**config.mk**
```make
export PLATFORM = sky130hd
export DESIGN_NAME = uart_byte_rx_led
export DESIGN_NICKNAME = d
export VERILOG_FILES = /design/src/rtl/uart_byte_rx_led.sv
export SDC_FILE = /design/constraint.sdc
export NUM_CORES = 1
export LEC_CHECK = 0
export BUFFER_PORTS_ARGS = -buffer_cell sky130_fd_sc_hd__buf_4
export CAP_MARGIN = 20
export CORE_MARGIN = 2
export CORE_UTILIZATION = 35
export DETAILED_ROUTE_END_ITERATION = 7
export GPL_TIMING_DRIVEN = 1
export SKIP_LAST_GASP = 1
export SLEW_MARGIN = 20
export SYNTH_ARGS = -nofsm -noshare
export SYNTH_HDL_FRONTEND = slang
export SYNTH_SLANG_ARGS = --single-unit
```
**constraint.sdc**
```tcl
create_clock -name i_sysclk -period 4.4 [get_ports i_sysclk]
set_clock_uncertainty 0.05 [all_clocks]
set_input_delay 0.88 -clock i_sysclk [delete_from_list [all_inputs] [get_ports i_sysclk]]
set_output_delay 0.88 -clock i_sysclk [all_outputs]
set_load 0.05 [all_outputs]
```
**src/rtl/uart_byte_rx_led.sv**
```systemverilog
// 8N1 UART byte receiver, LSB first, with a one-cycle done strobe, a frame-error strobe
// and an LED that toggles on every good byte.
module uart_byte_rx_led #(
  parameter int unsigned CLK_FREQ = 50_000_000,
  parameter int unsigned BAUD     = 9600
) (
  input  logic       i_sysclk,
  input  logic       i_rst,
  input  logic       i_uart_rx,
  output logic [7:0] o_data,
  output logic       o_rx_done,
  output logic       o_frame_err,
  output logic       o_led
);

  localparam int unsigned BAUD_DIV = CLK_FREQ / BAUD;
  localparam int unsigned HALF_DIV = BAUD_DIV / 2;
  localparam int unsigned CW       = $clog2(BAUD_DIV + 1);

  typedef enum logic [2:0] {StIdle, StStart, StData, StStop, StBreak} state_t;

  state_t          r_state;
  state_t          w_state_next;
  logic            r_sync1, r_rx_s, r_rx_d;
  logic [CW-1:0]   r_cnt;
  logic [2:0]      r_idx;
  logic [7:0]      r_shift;
  logic [7:0]      r_data;
  logic            r_done, r_ferr, r_led;
  logic            w_fall, w_half_tick, w_bit_tick;
  logic            w_shift_en, w_done, w_ferr;

  assign w_fall      = r_rx_d & ~r_rx_s;
  assign w_half_tick = (r_cnt == CW'(HALF_DIV - 1));
  assign w_bit_tick  = (r_cnt == CW'(BAUD_DIV - 1));

  always_comb begin
    w_state_next = r_state;
    w_shift_en   = 1'b0;
    w_done       = 1'b0;
    w_ferr       = 1'b0;
    case (r_state)
      StIdle:  if (w_fall) w_state_next = StStart;
      StStart: if (w_half_tick) w_state_next = r_rx_s ? StIdle : StData;
      StData: begin
        if (w_bit_tick) begin
          w_shift_en = 1'b1;
          if (r_idx == 3'd7) w_state_next = StStop;
        end
      end
      StStop: begin
        // Leaving at the stop-bit centre lets a back-to-back start edge be caught.
        if (w_bit_tick) begin
          if (r_rx_s) begin
            w_done       = 1'b1;
            w_state_next = StIdle;
          end else begin
            w_ferr       = 1'b1;
            w_state_next = StBreak;
          end
        end
      end
      StBreak: if (r_rx_s) w_state_next = StIdle;
      default: w_state_next = StIdle;
    endcase
  end

  always_ff @(posedge i_sysclk) begin
    if (i_rst) begin
      r_state <= StIdle;
      r_sync1 <= 1'b1;
      r_rx_s  <= 1'b1;
      r_rx_d  <= 1'b1;
      r_cnt   <= '0;
      r_idx   <= 3'd0;
      r_shift <= 8'h00;
      r_data  <= 8'h00;
      r_done  <= 1'b0;
      r_ferr  <= 1'b0;
      r_led   <= 1'b0;
    end else begin
      r_state <= w_state_next;
      r_sync1 <= i_uart_rx;
      r_rx_s  <= r_sync1;
      r_rx_d  <= r_rx_s;
      r_done  <= w_done;
      r_ferr  <= w_ferr;

      if (r_state == StIdle || w_state_next != r_state || w_bit_tick) begin
        r_cnt <= '0;
      end else begin
        r_cnt <= r_cnt + 1'b1;
      end

      if (r_state == StStart) begin
        r_idx <= 3'd0;
      end else if (w_shift_en) begin
        r_idx          <= r_idx + 3'd1;
        r_shift[r_idx] <= r_rx_s;
      end

      if (w_done) begin
        r_data <= r_shift;
        r_led  <= ~r_led;
      end
    end
  end

  assign o_data      = r_data;
  assign o_rx_done   = r_done;
  assign o_frame_err = r_ferr;
  assign o_led       = r_led;

endmodule

```
Yosys cells after proc, flatten, opt, wreduce, memory -nomap -nowiden --
Index checks and enable logic that the tools add are counted. W data, S select, Z words.
Storage, ports and cells: latch bits 0, bits of input ports 3, RAM bits 0, memories kept 0, output and inout port bits 11, register bits after elaboration 41, memory bits (read-only) 0
Cells by class: div/mod/pow operators 0, reduce and logical (&&, ||, !) cells 8, magnitude comparators 2, mux-type cells 18, bitwise operators 6, multiply operators 0, equality and inequality tests 8, add/subtract/negate cells 2, shift operators 0
Operators with widths (number):
- $mux W3 | 7
- $pmux W3 S5 | 1
- $add A13 B1 Y13 const B | 1
- $eq A13 B12 Y1 const B | 1
- $eq A13 B13 Y1 const B | 1
- $bwmux W8 | 1
- $mux W1 | 7
- $eq A3 B2 Y1 const B | 2
- $eq A3 B3 Y1 const B | 2
- $not A1 Y1 | 5
- $lt A3 B4 Y1 const B | 1
- $reduce_or A2 Y1 | 2
- $add A3 B1 Y3 const B | 1
- $demux W1 S3 | 1
- $eq A3 B1 Y1 const B | 1
- $ge A3 B1 Y1 const B | 1
- $logic_not A3 Y1 | 1
- $ne A3 B3 Y1 | 1
- $reduce_or A3 Y1 | 1
- $logic_or A1 B1 Y1 | 2
- $mux W2 | 1
- $reduce_and A2 Y1 | 1
- $and A1 B1 Y1 | 1
- $logic_and A1 B1 Y1 | 1

Longest topological paths before layout --
depth after elaboration 8, mapped depth 6, gate-level depth less buffers 5

Least setup slack after synthesis --
Ideal clock, no wire load.
kind flip-flop to flip-flop, start point reg r_cnt[0], end point reg r_shift[6], setup time 0.132 ns, cell stages (with the launch flop) 7, arrival 1.752 ns, path buffers 1, path slack 2.466 ns, path through dfxtp_1 > ha_1 > nand3_1 > or4_1 > buf_2 > o31ai_2 > a21oi_1
Between the ends: word-level cells in the longest chain between the ends 4
RTL lines:
- start: declaration | line 25 | logic [CW-1:0] r_cnt;
- start signal: assignment | line 92 | r_cnt <= r_cnt + 1'b1;
- $eq A13 B13 Y1 | line 35 | assign w_bit_tick = (r_cnt == CW'(BAUD_DIV - 1));
- $mux W1 | line 46 | if (w_bit_tick) begin
- $mux W1 | line 42 | case (r_state)
- $reduce_and A2 Y1 (no line)
- end signal: indexed assignment | line 99 | r_shift[r_idx] <= r_rx_s;
- end: declaration | line 27 | logic [7:0] r_shift;
No other way between the ends. A chain may end at the register's enable or synchronous reset.

Final worst setup path --
start point reg r_cnt[0], end point reg r_cnt[8]
Between the ends: word-level cells in the longest chain between the ends 7, elaborated cells on any way between the ends 11, those cells by class add/sub (1); eq/ne (3); mux (4); reduce/logical (3)
RTL lines:
- $eq A13 B13 Y1 or $eq A13 B12 Y1 (tied branches) | line 35, 34
- $mux W3, on equally long branches | line 53, 44, 46
- $pmux W3 S5 | line 42
- $ne A3 B3 Y1 | line 89 | if (r_state == StIdle || w_state_next != r_state || w_bit_tick) begin
- $logic_or A1 B1 Y1 (2 in series) | line 89
- $reduce_or A2 Y1 (no line)
Parallel ways exist; a longest one is shown, timed or not.

==> results.yml <==
status:
  status: "finished, final reports clean"
global_routing:
  grt_pass1_vias: 1303
  grt_max_degree: 27
  grt_pass1_wl_um: 6216
  antenna_found_initial: 0
  grtUsageTotal: 0.1308
  grt_overflow: 0
worst_setup_path:
  slowest_stage: "nor4_4"
  path_buf_inv: 0
  cp_data_required_time_ns: 4.51
  critPathLaunchType: "register"
  cp_max_fo: 13
  critical_path_class: "reg -> reg"
  critPathTopFamily: "simple AND/OR/NAND/NOR gates"
  r2r_slack_ns: 2.11
  worstPathArrival_ns: 2.40
  cpPeakStageDelay_ns: 0.66
  worstSetupEndpointType: "register"
  path_cells: "ha_1 -> nand3_1 -> nor4_4 -> a211o_1 -> nor2_1"
clock_tree:
  cts_resized: 0
  clk_path_buf_depth: 2
  cts_root_buf: "clkbuf_8"
  cts_setup_buffers: 0
  clk_latency_ns: 0.30
  cts_tree: "built"
  cts_hold_buf: 0
  cts.sinks: 41
  clkTransAtPathRegs_ns: 0.08
  htree_levels: 2
  cts_buffers: 5
logic_synthesis:
  synth_xor_area_frac: 0.06103
  synth_top_family_by_area: "simple AND/OR/NAND/NOR gates"
  synth_ff_type: "dfxtp_1"
  synth_nets: 220
  yosysWarningCount: 0
  syn_area_per_cell_sq_um: 8.717
  synth_compound_area_frac: 0.1073
  yosysUniqueCellTypes: 37
  ys_ff_latch: 41
  synth_edf_count: 0
  synth.mux.area_fraction: 0.01073
  synthAdderAreaFrac: 0.02012
  synthArstFlopShare: 0
  postSynthCellCount: 214
  syn_area_sq_um: 1866
  synthSimpleGateAreaFrac: 0.3206
  ys_seq_area_frac: 0.4400
timing:
  fin_tns_setup_ns: 0
  fmaxAchievable_mhz: 437.1
  setup_viol: 0
  fin_crit_ns: 2.288
  final-max-slew-violation-count: 0
  worst_pin_slew_ns: 0.6828
  relSlewSlack: 0.5414
  post-route-period-util: 0.5199
  fin_hold_ws_ns: 0.3665
  rsz0062_at_grt: "no"
  hold_viol: 0
route:
  drt_drc_violations_left: 0
  ant_nets: 0
  routedWlPerCell_um: 12.28
  vias: 1444
  drtIter0Drc: 103
  via_per_inst: 4.945
  wirelength_um: 3586
  drtPass1Iterations: 4
worst_hold_path:
  hold_class: "reg -> reg"
finish:
  utilization: 0.4121
  post-route-cell-area_sq_um: 2118
  drive_gt1_frac: 0.1351
  nets: 227
  diodes: 0
  area_growth_pct: 13.55
placement:
  gp_congestion: 0.7749
  port-buffer-count: 13
  dpl-instance-area_sq_um: 1998
  hpwl_um: 2374
power_and_ir_drop:
  pwr_density_cell_nw_per_um2: 332.3
  ir_drop_mv: 0.1955
  p_leak_nw: 0.6775
floorplanning:
  die_x_um: 77.01
  die_h_um: 77.01
  rows: 26
  initial_utilization: 0.3630
  core_sq_um: 5140
  io_pins: 14
  dieArea_sq_um: 5930
flow_run:
  maxCapViolCount: 0
-- worst reg2reg max path, delay by kind of cell (launching register included) --
family	cells	cell delay, ns
adder cells (fa/ha/maj)	1	0.25
AND/OR/NAND/NOR	3	1.03
flip-flops	1	0.37
AO/OA/AOI/OAI	1	0.46
-- final timing paths --
path | end | from | cells past startpoint
worst max-delay path | r_cnt[8] | r_cnt[0] | 5
worst min-delay path | r_rx_s | r_sync1 | 1
worst max register to register | r_cnt[8] | r_cnt[0] | 5
worst min register to register | r_rx_s | r_sync1 | 1
-- cell usage after synthesis (2+ instances only) --
master | count | area share
nand4_1 | 7 | 0.023
nor4b_1 | 2 | 0.0094
nor4bb_1 | 3 | 0.016
dfxtp_1 | 41 | 0.44
ha_1 | 3 | 0.020
inv_1 | 4 | 0.0080
nor2b_1 | 5 | 0.017
a21o_1 | 2 | 0.0080
a21oi_1 | 19 | 0.051
nor2_1 | 23 | 0.046
or2_2 | 2 | 0.0067
nand2b_1 | 5 | 0.017
nand4b_1 | 3 | 0.014
mux2i_1 | 2 | 0.011
or4b_1 | 2 | 0.011
buf_2 | 6 | 0.016
nand2_1 | 22 | 0.044
and4bb_2 | 2 | 0.013
nand4bb_1 | 2 | 0.012
clkbuf_1 | 8 | 0.016
xor2_1 | 5 | 0.023
nor4_1 | 2 | 0.0067
and4_1 | 2 | 0.0094
or4_1 | 2 | 0.0080
nand3_1 | 14 | 0.038
nor3_1 | 3 | 0.0080
o21ai_0 | 6 | 0.016
xnor2_1 | 8 | 0.038
-- metrics by stage --
stage | instances | total power, mW | setup slack [ns]
6_report | 292 | 0.7039 | 2.112
5_1_grt | 292 | 0.7327 | 1.836
4_1_cts | 292 | 0.7120 | 2.059
3_5_place_dp | 284 | 0.3961 | 2.091
3_3_place_gp | 284 | 0.3962 | 2.130
2_1_floorplan | 214 | 0.3926 | 2.466
-- kinds of logic (layout without fill, tap and decap cells) --
group,after synthesis,after routing
compound gates,33,33
xor+xnor,13,13
fa+ha+maj,3,3
buf+inv,18,26
flops,41,41
mux,2,2
simple gates,104,104
-- power breakdown --
group	internal, mW	switching [mW]	total (mW)	leakage (nW)
logic	0.00452	0.00715	0.0117	0.289
clock network	0.184	0.132	0.317	0.0574
registers	0.373	0.00313	0.376	0.331
total	0.562	0.142	0.704	0.678
-- metal layers --
layer | GRT usage | wire length, um
met1 | 0.1861 | 1882
met3 | 0.03647 | 133
met4 | 0.05357 | 63
met5 | 0 | 0
met2 | 0.1851 | 1507
-- cell type report --
class                   count  area [sq um]
clock buffers               6         82.58
clock inverters             2         37.54
fillers                   537          3022
inverters                   4         15.01
multi-input cells         155         969.7
flip-flops and latches     41         820.8
well taps                  70         87.58
repair buffers             14         105.1
-- sequential cells by signal, indices dropped and copies added (netlist names), 3 cells and up --
name     cells
r_cnt       13
r_shift      8
o_data       8
r_state      3
r_idx        3
-- placed cells by master (no fill, tap or decap), types with 4 or more instances in the layout --
master,count
nor2_1,23
dfxtp_1,41
nand3_1,14
buf_4,14
clkbuf_8,6
nand2_1,22
xor2_1,5
o21ai_0,6
a21oi_1,19
nand2b_1,5
xnor2_1,8
inv_1,4
nor2b_1,5
nand4_1,7
No activity file was read; power rests on OpenSTA's default activity.
